`config.mk`:
```
export PLATFORM = sky130hd
export DESIGN_NAME = subtrator_serial_param
export DESIGN_NICKNAME = d
export VERILOG_FILES = /design/src/rtl/subtrator_serial_param.sv
export SDC_FILE = /design/constraint.sdc
export NUM_CORES = 1
export LEC_CHECK = 0
export CORE_MARGIN = 3
export CORE_UTILIZATION = 45
export CTS_CLUSTER_DIAMETER = 120
export DETAILED_ROUTE_END_ITERATION = 12
export GPL_TIMING_DRIVEN = 0
export HOLD_SLACK_MARGIN = 0.1
export PLACE_DENSITY_LB_ADDON = 0.05
export SLEW_MARGIN = 15
export SYNTH_ARGS = -nofsm -noshare
export SYNTH_HDL_FRONTEND = slang
export SYNTH_SLANG_ARGS = --single-unit
```
`constraint.sdc`:
```
create_clock -name clk -period 3.2 [get_ports clk]
set_input_delay 0.8 -clock clk [delete_from_list [all_inputs] [get_ports clk]]
set_output_delay 0.8 -clock clk [all_outputs]
set_load 0.05 [all_outputs]
```
`src/rtl/subtrator_serial_param.sv`:
```
// subtrator_serial_param: multi-cycle serial subtractor, S = A - B - Bin.
// Processes CHUNK bits per clock with a registered borrow between chunks.
// Input side is a valid/ready slave; output side is a valid/ready master.
// Build option: define SUBTRATOR_SAT_EN for unsigned saturation (S forced
// to zero when the final borrow is set); otherwise S wraps modulo 2^WIDTH.
//
// Ports:
//   clk, rst_n          clock (rising edge), async active-low reset
//   in_valid, in_ready  operand handshake (A, B, Bin)
//   A, B                WIDTH-bit minuend / subtrahend
//   Bin                 borrow in
//   out_valid, out_ready result handshake
//   S                   WIDTH-bit difference
//   Bout                borrow out of the MSB
//   Z                   final S is zero (after any saturation)
//   V                   signed overflow of the raw difference
//
// Constraints: WIDTH >= 2, WIDTH an integer multiple of CHUNK.
module subtrator_serial_param #(
  parameter int unsigned WIDTH = 16,
  parameter int unsigned CHUNK = 4
) (
  input  logic             clk,
  input  logic             rst_n,
  input  logic             in_valid,
  output logic             in_ready,
  input  logic [WIDTH-1:0] A,
  input  logic [WIDTH-1:0] B,
  input  logic             Bin,
  output logic             out_valid,
  input  logic             out_ready,
  output logic [WIDTH-1:0] S,
  output logic             Bout,
  output logic             Z,
  output logic             V
);

  localparam int unsigned NCHUNK = WIDTH / CHUNK;
  localparam int unsigned CNT_W  = (NCHUNK > 1) ? $clog2(NCHUNK) : 1;
  localparam int unsigned DIFF_W = CHUNK + 1;
  localparam logic [CNT_W-1:0] CNT_LAST   = CNT_W'(NCHUNK - 1);
  localparam logic [WIDTH-1:0] CHUNK_MASK = WIDTH'({CHUNK{1'b1}});

  typedef enum logic [1:0] {
    IDLE = 2'd0,
    RUN  = 2'd1,
    DONE = 2'd2
  } state_e;

  state_e           state_q;
  logic [WIDTH-1:0] a_q;
  logic [WIDTH-1:0] b_q;
  logic             borrow_q;
  logic [CNT_W-1:0] cnt_q;
  logic [WIDTH-1:0] s_q;
  logic             bout_q;
  logic             z_q;
  logic             v_q;
  logic             in_ready_q;
  logic             out_valid_q;

  logic [31:0]       shamt_c;
  logic [CHUNK-1:0]  a_chunk_c;
  logic [CHUNK-1:0]  b_chunk_c;
  logic [DIFF_W-1:0] diff_c;
  logic              borrow_d;
  logic [WIDTH-1:0]  s_d;
  logic [WIDTH-1:0]  s_fin_d;
  logic              z_d;
  logic              v_d;

  // Current chunk subtraction and the result word with that chunk merged in.
  always_comb begin
    shamt_c   = 32'(cnt_q) * CHUNK;
    a_chunk_c = CHUNK'(a_q >> shamt_c);
    b_chunk_c = CHUNK'(b_q >> shamt_c);
    // Extra top bit of the widened difference is the chunk borrow-out.
    diff_c    = {1'b0, a_chunk_c} - {1'b0, b_chunk_c} - DIFF_W'(borrow_q);
    borrow_d  = diff_c[CHUNK];
    s_d       = (s_q & ~(CHUNK_MASK << shamt_c))
              | (WIDTH'(diff_c[CHUNK-1:0]) << shamt_c);
`ifdef SUBTRATOR_SAT_EN
    s_fin_d   = borrow_d ? '0 : s_d;
`else
    s_fin_d   = s_d;
`endif
    z_d       = (s_fin_d == '0);
    // Overflow always judged on the raw (unsaturated) difference.
    v_d       = (a_q[WIDTH-1] != b_q[WIDTH-1]) && (s_d[WIDTH-1] != a_q[WIDTH-1]);
  end

  // Control FSM with registered handshake and result outputs.
  always_ff @(posedge clk or negedge rst_n) begin
    if (!rst_n) begin
      state_q     <= IDLE;
      a_q         <= '0;
      b_q         <= '0;
      borrow_q    <= 1'b0;
      cnt_q       <= '0;
      s_q         <= '0;
      bout_q      <= 1'b0;
      z_q         <= 1'b0;
      v_q         <= 1'b0;
      in_ready_q  <= 1'b1;
      out_valid_q <= 1'b0;
    end else begin
      case (state_q)
        IDLE: begin
          if (in_valid && in_ready_q) begin
            a_q        <= A;
            b_q        <= B;
            borrow_q   <= Bin;
            cnt_q      <= '0;
            in_ready_q <= 1'b0;
            state_q    <= RUN;
          end
        end
        RUN: begin
          borrow_q <= borrow_d;
          if (cnt_q == CNT_LAST) begin
            s_q         <= s_fin_d;
            bout_q      <= borrow_d;
            z_q         <= z_d;
            v_q         <= v_d;
            cnt_q       <= '0;
            out_valid_q <= 1'b1;
            state_q     <= DONE;
          end else begin
            s_q   <= s_d;
            cnt_q <= cnt_q + CNT_W'(1);
          end
        end
        DONE: begin
          if (out_ready) begin
            out_valid_q <= 1'b0;
            in_ready_q  <= 1'b1;
            state_q     <= IDLE;
          end
        end
        default: begin
          state_q     <= IDLE;
          in_ready_q  <= 1'b1;
          out_valid_q <= 1'b0;
        end
      endcase
    end
  end

  assign in_ready  = in_ready_q;
  assign out_valid = out_valid_q;
  assign S         = s_q;
  assign Bout      = bout_q;
  assign Z         = z_q;
  assign V         = v_q;

endmodule

```
* Word-level counts from Yosys, hierarchy flattened
Cells that the tools add are included.
Word-level totals: word-level logic and storage cells 57, bits of input ports 37, bits in registers 58, output and inout port bits 21
Cells by class: reduce and logical (&&, ||, !) cells 11, shifts and indexed selects 4, eq/ne operators 8, mux-type cells 15, bitwise operators 5, $add $sub $neg 3
Operator list (count):
- >> shifter 16 x 4 -> 4 bit | 2
- AND 16 bit | 1
- logical NOT 16 bit | 1
- inverter 16 bit | 1
- OR 16 bit | 1
- << shifter 4 x 4 -> 16 bit | 1
- << shifter 4 x 4 -> 16 bit, first input constant | 1
- two-way mux 2 bit | 5
- AND reduction 3 bit | 3
- inequality test 2 bit, second input constant | 3
- case mux 1 bit (3 select lines) | 2
- case mux 2 bit (3 select lines) | 1
- AND reduction 2 bit | 3
- two-way mux 1 bit | 5
- subtractor 4 x 4 -> 5 bit | 1
- subtractor 5 x 1 -> 5 bit | 1
- equality test 2 bit, second input constant | 2
- case mux 2 bit (2 select lines) | 1
- adder 2 x 1 -> 2 bit, second input constant | 1
- equality test 2 x 1 -> 1 bit, second input constant | 1
- logical AND 1 bit | 2
- logical NOT 2 bit | 1
- inequality test 1 bit | 2
- inverter 1 bit | 2
- other kinds (2) | 2

* Longest topological paths before layout
Gate-level depths: netlist of run 1.
word-level depth 7, mapped depth 11

* Worst setup path after synthesis of run 1
Ideal clock, no wire load.
kind reg-to-reg, start point register cnt_q[0], end point register z_q (netlist: Z), path buffers 2, stages on the path, launching flop included 10, arrival time 2.996 ns, slack 0.094 ns, cell sequence dfrtp_1 buf_6 buf_2 mux4_2 fa_1 ha_1 or4b_1 o221ai_1 nor3_1 o41ai_1
Between the ends: cells in the longest elaborated chain, start to end 6, elaborated cells between the ends (all ways) 12, classes of those cells add/sub (2); eq/ne (1); shift (4); bitwise (3); reduce/logical (2)
Ends and longest elaborated chain:
- start: declaration | RTL line 54 | logic [CNT_W-1:0] cnt_q;
- start signal: assignment | RTL line 130 | cnt_q <= cnt_q + CNT_W'(1);
- >> shifter 16 x 4 -> 4 bit, on equally long branches | RTL line 75, 76
- subtractor 4 x 4 -> 5 bit | RTL line 78 | diff_c = {1'b0, a_chunk_c} - {1'b0, b_chunk_c} - DIFF_W'(borrow_q);
- subtractor 5 x 1 -> 5 bit | RTL line 78
- << shifter 4 x 4 -> 16 bit | RTL line 81 | | (WIDTH'(diff_c[CHUNK-1:0]) << shamt_c);
- OR 16 bit | RTL line 81
- logical NOT 16 bit | RTL line 87 | z_d = (s_fin_d == '0);
- end signal: assignment | RTL line 123 | z_q <= z_d;
- end: declaration | RTL line 57 | logic z_q;
Several ways; a longest one is shown, not always the timed one. A chain may end at the register's enable or synchronous reset.

* Worst setup path in the final report of run 1
start point register cnt_q[0], end point register v_q (netlist: V)
Between the ends: cells in the longest elaborated chain, start to end 7, elaborated cells between the ends (all ways) 13, classes of those cells add/sub (2); eq/ne (2); shift (4); bitwise (3); reduce/logical (2)
Ends and longest elaborated chain:
- >> shifter 16 x 4 -> 4 bit, on equally long branches | RTL line 75, 76
- subtractor 4 x 4 -> 5 bit | RTL line 78
- subtractor 5 x 1 -> 5 bit | RTL line 78
- << shifter 4 x 4 -> 16 bit | RTL line 81
- OR 16 bit | RTL line 81
- inequality test 1 bit | RTL line 89 | v_d = (a_q[WIDTH-1] != b_q[WIDTH-1]) && (s_d[WIDTH-1] != a_q[WIDTH-1]);
- logical AND 1 bit | RTL line 89
- end signal: assignment | RTL line 124 | v_q <= v_d;
- end: declaration | RTL line 58 | logic v_q;
Several ways; a longest one is shown, not always the timed one.

==> results of run 1 <==
## stage by stage
stage               setup TNS [ps]  hold slack (ps)  instance area [um2]  total power [uW]  cells
floorplan                        0            472.0                 2759              3040    220
global placement            -33630            464.2                 3420              3701    349
detailed placement           -2077            469.6                 3417              3772    349
CTS                              0            482.9                 3576              4345    364
global route                     0            515.2                 3645              4870    369
finish                           0            477.3                 3645              4487    369
## worst max-delay path, delay by kind of cell (launching register included)
| kind | cells | cell delay (ps) |
|---|---|---|
| AND/OR/NAND/NOR | 2 | 750 |
| adder cells (fa/ha/maj) | 2 | 660 |
| multiplexers | 1 | 510 |
| AO/OA/AOI/OAI | 2 | 470 |
| flip-flops | 1 | 400 |
| buffers and inverters | 2 | 200 |
## routing by layer
| layer | track usage [%] | routed length, um | vias up |
|---|---|---|---|
| met2 | 28.34 | 2868 | 56 |
| met4 | 5.263 | 70 | 0 |
| met3 | 6.968 | 315 | 8 |
| li1 | - | - | 941 |
| met5 | 0 | 0 | - |
| met1 | 22.35 | 2531 | 1018 |
## final cells by class
| cell class | count | area, um2 |
|---|---|---|
| fill | 459 | 2064 |
| sequential | 58 | 1453 |
| multi-input combinational | 139 | 1226 |
| timing repair buffer | 62 | 605.6 |
| clock buffer | 15 | 146.4 |
| tap | 72 | 90.09 |
| buffer | 9 | 70.07 |
| inverter | 13 | 48.80 |
| clock inverter | 1 | 5.005 |
## power by group through the flow
| stage | Combinational (uW) | Clock [uW] | Sequential, uW |
|---|---|---|---|
| after floorplan | 1440 | 0 | 1600 |
| after global placement | 2420 | 0 | 1280 |
| after detailed placement | 2490 | 0 | 1280 |
| after CTS | 2520 | 557 | 1270 |
| after global routing | 2950 | 602 | 1310 |
| final | 2680 | 543 | 1260 |
## worst max-delay path by stage
stage	cells past startpoint	slack, ps	startpoint	to
after floorplan	9	90	cnt_q[0]	Z
after global placement	1	-560	rst_n	a_q[1]
after detailed placement	10	-370	cnt_q[1]	S[11]
after CTS	8	10	cnt_q[0]	Z
after global routing	9	2	cnt_q[0]	V
final	9	120	cnt_q[0]	V
## state kept, by name, indices dropped and copies added, names as in the netlist
signal and count:
cnt_q 2, Z 1, state_q 2, V 1
borrow_q 1, Bout 1, out_valid 1, a_q 16
b_q 16, S 16, in_ready 1
## repair_timing
action / CTS / global route
gates cloned: 0 / 0
gates resized for setup: 4 / 7
pin swaps: 0 / 0
hold buffers: 0 / 0
setup endpoints to repair: 6 / 5
buffers inserted: 0 / 5
## cells in the final DEF (no fill, tap or decap), types with 2 or more instances in the layout
master,Yosys,final
sky130_fd_sc_hd__dfrtp_1,57,57
sky130_fd_sc_hd__clkdlybuf4s50_1,0,56
sky130_fd_sc_hd__mux2_2,32,32
sky130_fd_sc_hd__nand2_1,24,24
sky130_fd_sc_hd__inv_1,13,13
sky130_fd_sc_hd__o21ai_0,12,12
sky130_fd_sc_hd__nor2_1,9,9
sky130_fd_sc_hd__clkbuf_8,0,9
sky130_fd_sc_hd__clkbuf_1,3,8
sky130_fd_sc_hd__a32o_1,7,7
sky130_fd_sc_hd__ha_1,8,7
sky130_fd_sc_hd__mux4_2,6,6
sky130_fd_sc_hd__buf_4,0,6
sky130_fd_sc_hd__a21oi_1,5,5
sky130_fd_sc_hd__buf_2,5,4
sky130_fd_sc_hd__mux2i_1,3,3
sky130_fd_sc_hd__nor2b_1,3,3
sky130_fd_sc_hd__nor4_1,3,3
sky130_fd_sc_hd__buf_6,2,2
sky130_fd_sc_hd__o31ai_1,2,2
sky130_fd_sc_hd__fa_1,2,2
## logic make-up after synthesis
logic type / synth area share (%)
AND/OR/NAND/NOR: 8.889
buffers and inverters: 3.900
flip-flops: 52.65
multiplexers: 20.00
adder cells (fa/ha/maj): 5.080
XOR/XNOR: 0.6350
AO/OA/AOI/OAI: 8.844
==> results.sh, run 1 <==
export IMPL_finalClockSkew_ps=9.825
export IMPL_grt_overflow_total=0
export IMPL_hp_class="register to register"
export IMPL_p_sw_share_pct=43.84
export IMPL_hold_path_endpoint="S[13]"
export IMPL_max_stage_delay_ps=540
export IMPL_power_leakage_uw=0.001575
export IMPL_syn_area_per_cell_um2=12.54
export IMPL_postSynthNetCount=267
export IMPL_grt_max_degree=59
export IMPL_cts_max_level=3
export IMPL_grt_usage_pct=17.73
export IMPL_reg2reg_from="cnt_q[0]"
export IMPL_async_reset_ff_share_pct=100.0
export IMPL_power_clock_fraction_pct=12.1
export IMPL_timing_final_ws_setup_ps=123.6
export IMPL_power_share_combinational_pct=59.7
export IMPL_synth_cells_most_frequent="57 x sky130_fd_sc_hd__dfrtp_1, 32 x sky130_fd_sc_hd__mux2_2, 24 x sky130_fd_sc_hd__nand2_1"
export IMPL_area_growth_synth_to_finish_pct=32.11
export IMPL_clk_root_buffer_cell="sky130_fd_sc_hd__clkbuf_8"
export IMPL_final_nets=339
export IMPL_die_height_um=84.30
export IMPL_max_cap_violations=0
export IMPL_finalSetupViolations=0
export IMPL_boundaryPins=58
export IMPL_critical_path_startpoint_category="register"
export IMPL_finalCriticalPeriod_ps=3076
export IMPL_critPathCaptureType="register"
export IMPL_dieArea_um2=7106
export IMPL_finalMaxSlewViolations=0
export IMPL_power_switching_uw=1967
export IMPL_port_buffer_count=57
export IMPL_ant_cells=0
export IMPL_synth_distinct_cells=40
export IMPL_pwr_dens_nw_per_um2=1231
export IMPL_place_hpwl_mm=4.139
export IMPL_largest_fanout_on_the_critical_path=12
export IMPL_clk_latency_ps=340
export IMPL_tritoncts_num_buffers=9
export IMPL_worst_ep_arrival_time_ps=3330
export IMPL_detail_route_drc_violations=0
export IMPL_place_congestion=0.8076
export IMPL_postSynth_topFlopCell="sky130_fd_sc_hd__dfrtp_1"
export IMPL_grt_first_pass_wirelength_mm=9.756
export IMPL_relSlewSlack_pct=51.78
export IMPL_netlist_top_cell_by_area="sky130_fd_sc_hd__dfrtp_1"
export IMPL_synth_yosys_warnings=0
export IMPL_grt_antenna_before_repair=0
export IMPL_synth_sequential_area_ratio_pct=52.65
export IMPL_clk_path_buf_depth=2
export IMPL_final_util_pct=63.84
export IMPL_post_route_cells_drive_above_1_share_pct=22.22
export IMPL_synth_seq_cells=58
export IMPL_fmax_mhz=325.1
export IMPL_start_util_pct=48.32
export IMPL_path_clk_slew_ps=60
export IMPL_antenna_left=0
export IMPL_critical_path_class="register to register"
export IMPL_edff_count_synth=0
export IMPL_worst_pin_slew_ps=723.3
export IMPL_worst_r2r_setup_slack_ps=120
export IMPL_drt_iter0_drc=110
export IMPL_ff2ff_path_depth=9
export IMPL_internal_power_consumption_uw=2520
export IMPL_avgRoutedWirePerCell_um=15.68
export IMPL_hold_depth=2
export IMPL_critical_path_cell_chain="buf_12, mux4_2, ha_1, inv_1, ha_2, and4bb_1, a32o_1, or4_1, a41oi_1"
export IMPL_total_routed_length_mm=5.786
export IMPL_die_width_um=84.30
export IMPL_drt_vias_per_instance=5.482
export IMPL_worst_hold_startpoint="S[13]"
export IMPL_core_area_um2=5709
export IMPL_row_count=27
export IMPL_tritoncts="done"
export IMPL_drt_first_pass_iters=5
export IMPL_regToRegEndpoint="V"
export IMPL_synthDominantCellAreaShare_pct=51.70
export IMPL_yosysMostFrequentCell="sky130_fd_sc_hd__dfrtp_1"
export IMPL_synth_area_top_cells="sky130_fd_sc_hd__dfrtp_1 52%, sky130_fd_sc_hd__mux2_2 13%, sky130_fd_sc_hd__mux4_2 4.9%"
export IMPL_final_hold_violation_count=0
export IMPL_syn_area_um2=2759
export IMPL_dr_total_vias=2023
export IMPL_power_share_sequential_pct=28.2
export IMPL_netlist_instances=220
export IMPL_worst_ir_drop_vdd_v=0.0006757
export IMPL_critPathSlowestCell="sky130_fd_sc_hd__or4_1"
export IMPL_tritoncts_num_sinks=58
export IMPL_worst_endpoint_required_ps=3450
export IMPL_run_status="finished clean"
export IMPL_first_global_vias=2020
export IMPL_pre_cts_ws_ps=-373.3
export IMPL_final_min_period_over_clock_period_pct=96.14
export IMPL_rsz0062_at_grt="no"
No activity file was read; power rests on OpenSTA's default activity.
==> run 2, diff against run 1 <==
Settings changed: REMOVE_ABC_BUFFERS set to 1.
==> run 2 against run 1 <==
  * Critical endpoint is now Z
  * Via count shrank 3.9%
  * Wire length shrank 7.4%
  * Global-route usage shrank 1.1 points
  * Critical path depth shrank 1
  * Clock skew shrank 2.5 ps
  * Clock power grew 8.3%
  * Highest routed layer unchanged
  * Worst setup slack gained 56 ps
  * Cell area shrank 0.17%
  * Fmax grew 1.9%
  * Non-clock buffer count shrank 5
  * Clock-buffer cell count shrank 3
  * Die area is the same
==> results.sh, run 2 (synthesis gave the netlist of run 1 again) <==
export IMPL_cts_max_level=3
export IMPL_die_width_um=84.30
export IMPL_placed_cell_area_um2=3411
export IMPL_highest_count_cells_in_the_layout_ignoring_fill_and_taps="56 x sky130_fd_sc_hd__clkdlybuf4s50_1, 55 x sky130_fd_sc_hd__dfrtp_1, 32 x sky130_fd_sc_hd__mux2_2"
export IMPL_critPathSlowestCell="sky130_fd_sc_hd__mux4_2"
export IMPL_boundaryPins=58
export IMPL_total_routed_length_mm=5.356
export IMPL_fillCellCount=477
export IMPL_detail_route_drc_violations=0
export IMPL_post_route_cells_drive_above_1_share_pct=23.37
export IMPL_worst_r2r_setup_slack_ps=180
export IMPL_worst_endpoint_required_ps=3430
export IMPL_finalSetupViolations=0
export IMPL_power_leakage_uw=0.001561
export IMPL_place_congestion=0.7587
export IMPL_finish_cell_count_without_fillers=363
export IMPL_grt_antenna_before_repair=0
export IMPL_ant_cells=0
export IMPL_core_area_um2=5709
export IMPL_first_global_vias=2065
export IMPL_grt_max_degree=59
export IMPL_clk_path_buf_depth=2
export IMPL_place_detailed_instances=342
export IMPL_grt_usage_pct=16.65
export IMPL_port_buffer_count=57
export IMPL_path_buf_inv=1
export IMPL_worst_ir_drop_vdd_v=0.0005645
export IMPL_stdcell_area_um2=3638
export IMPL_die_height_um=84.30
export IMPL_fmax_mhz=331.1
export IMPL_grt_overflow_total=0
export IMPL_critical_path_class="register to register"
export IMPL_mostFrequentLayoutCell="sky130_fd_sc_hd__clkdlybuf4s50_1"
export IMPL_fin_setup_tns_ps=0
export IMPL_final_min_period_over_clock_period_pct=94.38
export IMPL_final_nets=334
export IMPL_critPathMostFrequentCell="sky130_fd_sc_hd__ha_1"
export IMPL_hold_path_endpoint="S[12]"
export IMPL_pwr_dens_nw_per_um2=1187
export IMPL_finalMaxSlewViolations=0
export IMPL_critical_path_cell_chain="mux4_2, ha_1, inv_1, ha_1, or4b_1, o221ai_1, nor3_2, o41ai_1"
export IMPL_dr_total_vias=1945
export IMPL_clk_root_buffer_cell="sky130_fd_sc_hd__clkbuf_8"
export IMPL_antenna_left=0
export IMPL_critPathCaptureType="register"
export IMPL_tritoncts_num_sinks=58
export IMPL_regToRegEndpoint="Z"
export IMPL_run_status="finished clean"
export IMPL_area_growth_synth_to_finish_pct=31.88
export IMPL_finalCriticalPeriod_ps=3020
export IMPL_tritoncts_num_buffers=9
export IMPL_worst_ep_arrival_time_ps=3250
export IMPL_finalClockSkew_ps=7.330
export IMPL_max_stage_delay_ps=530
export IMPL_place_hpwl_mm=3.862
export IMPL_row_count=27
export IMPL_drt_vias_per_instance=5.358
export IMPL_drt_first_pass_iters=4
export IMPL_final_hold_violation_count=0
export IMPL_final_util_pct=63.73
export IMPL_ff2ff_path_depth=8
export IMPL_start_util_pct=48.32
export IMPL_hold_depth=2
export IMPL_reg2reg_from="cnt_q[0]"
export IMPL_critical_path_startpoint_category="register"
export IMPL_avgRoutedWirePerCell_um=14.75
export IMPL_drt_iter0_drc=44
export IMPL_worst_pin_slew_ps=739.5
export IMPL_relSlewSlack_pct=50.48
export IMPL_rsz0062_at_grt="no"
export IMPL_path_clk_slew_ps=60
export IMPL_worst_hold_startpoint="S[12]"
export IMPL_max_cap_violations=0
export IMPL_tritoncts="done"
export IMPL_largest_fanout_on_the_critical_path=9
export IMPL_hp_class="register to register"
export IMPL_clk_latency_ps=340
export IMPL_dieArea_um2=7106
export IMPL_grt_first_pass_wirelength_mm=9.349
export IMPL_critical_path_top_delay_family="simple AND/OR/NAND/NOR gates"
## run 2: layer usage
layer  up-vias  global-route usage (%)  share of wire (%)
li1        935                       -                  -
met1       944                   19.78                 44
met2        55                   26.69                 47
met3        11                   5.888                6.2
met4         0                   8.480                2.0
met5         -                       0                  0
## run 2: what timing repair did
action / CTS / global route
endpoints found under the setup margin: 6 / 5
cloned: 0 / 0
hold buffers: 0 / 0
resized for setup: 4 / 0
buffers inserted: 0 / 6
## run 2: worst max-delay path by stage
stage / start / endpoint / slack (ps) / cells after the start
CTS: cnt_q[0] / Z / 40 / 8
finish: cnt_q[0] / Z / 180 / 8
global placement: in_valid / a_q[7] / -3890 / 3
detailed placement: cnt_q[0] / S[7] / -370 / 8
global route: cnt_q[0] / V / 20 / 8
floorplan: in_ready / a_q[0] / -1610 / 2
## run 2: cell type report
| type | instances | area, um2 | area share [%] |
|---|---|---|---|
| multi-input cells | 139 | 1221 | 33.56 |
| flip-flops and latches | 58 | 1458 | 40.06 |
| clock inverters | 3 | 15.01 | 0.4127 |
| inverters | 13 | 48.80 | 1.341 |
| clock buffers | 12 | 155.1 | 4.264 |
| repair buffers | 66 | 650.6 | 17.88 |
| well taps | 72 | 90.09 | 2.476 |
## run 2: report_power, final
part	internal, uW	switching [uW]	leakage (uW)
Clock	315	273	0.0000920
Combinational	1070	1340	0.000752
Sequential	1070	251	0.000717
Total	2460	1860	0.00156
## run 2: tightest hold or removal path: cells and delay by family, from the launching register on
kind             cells  cell delay [ps]
AND/OR/NAND/NOR      1               50
AO/OA/AOI/OAI        1               60
flip-flops           1              350
## run 2: per-stage QoR
step	worst slack (ps)	power (uW)	hold WS [ps]
3_5_place_dp	-373.7	3688	478.3
5_1_grt	23.41	4684	518.1
6_report	179.7	4320	485.1
4_1_cts	43.08	4319	492.0
2_1_floorplan	-1611	2999	472.0
3_3_place_gp	-3893	3663	466.8
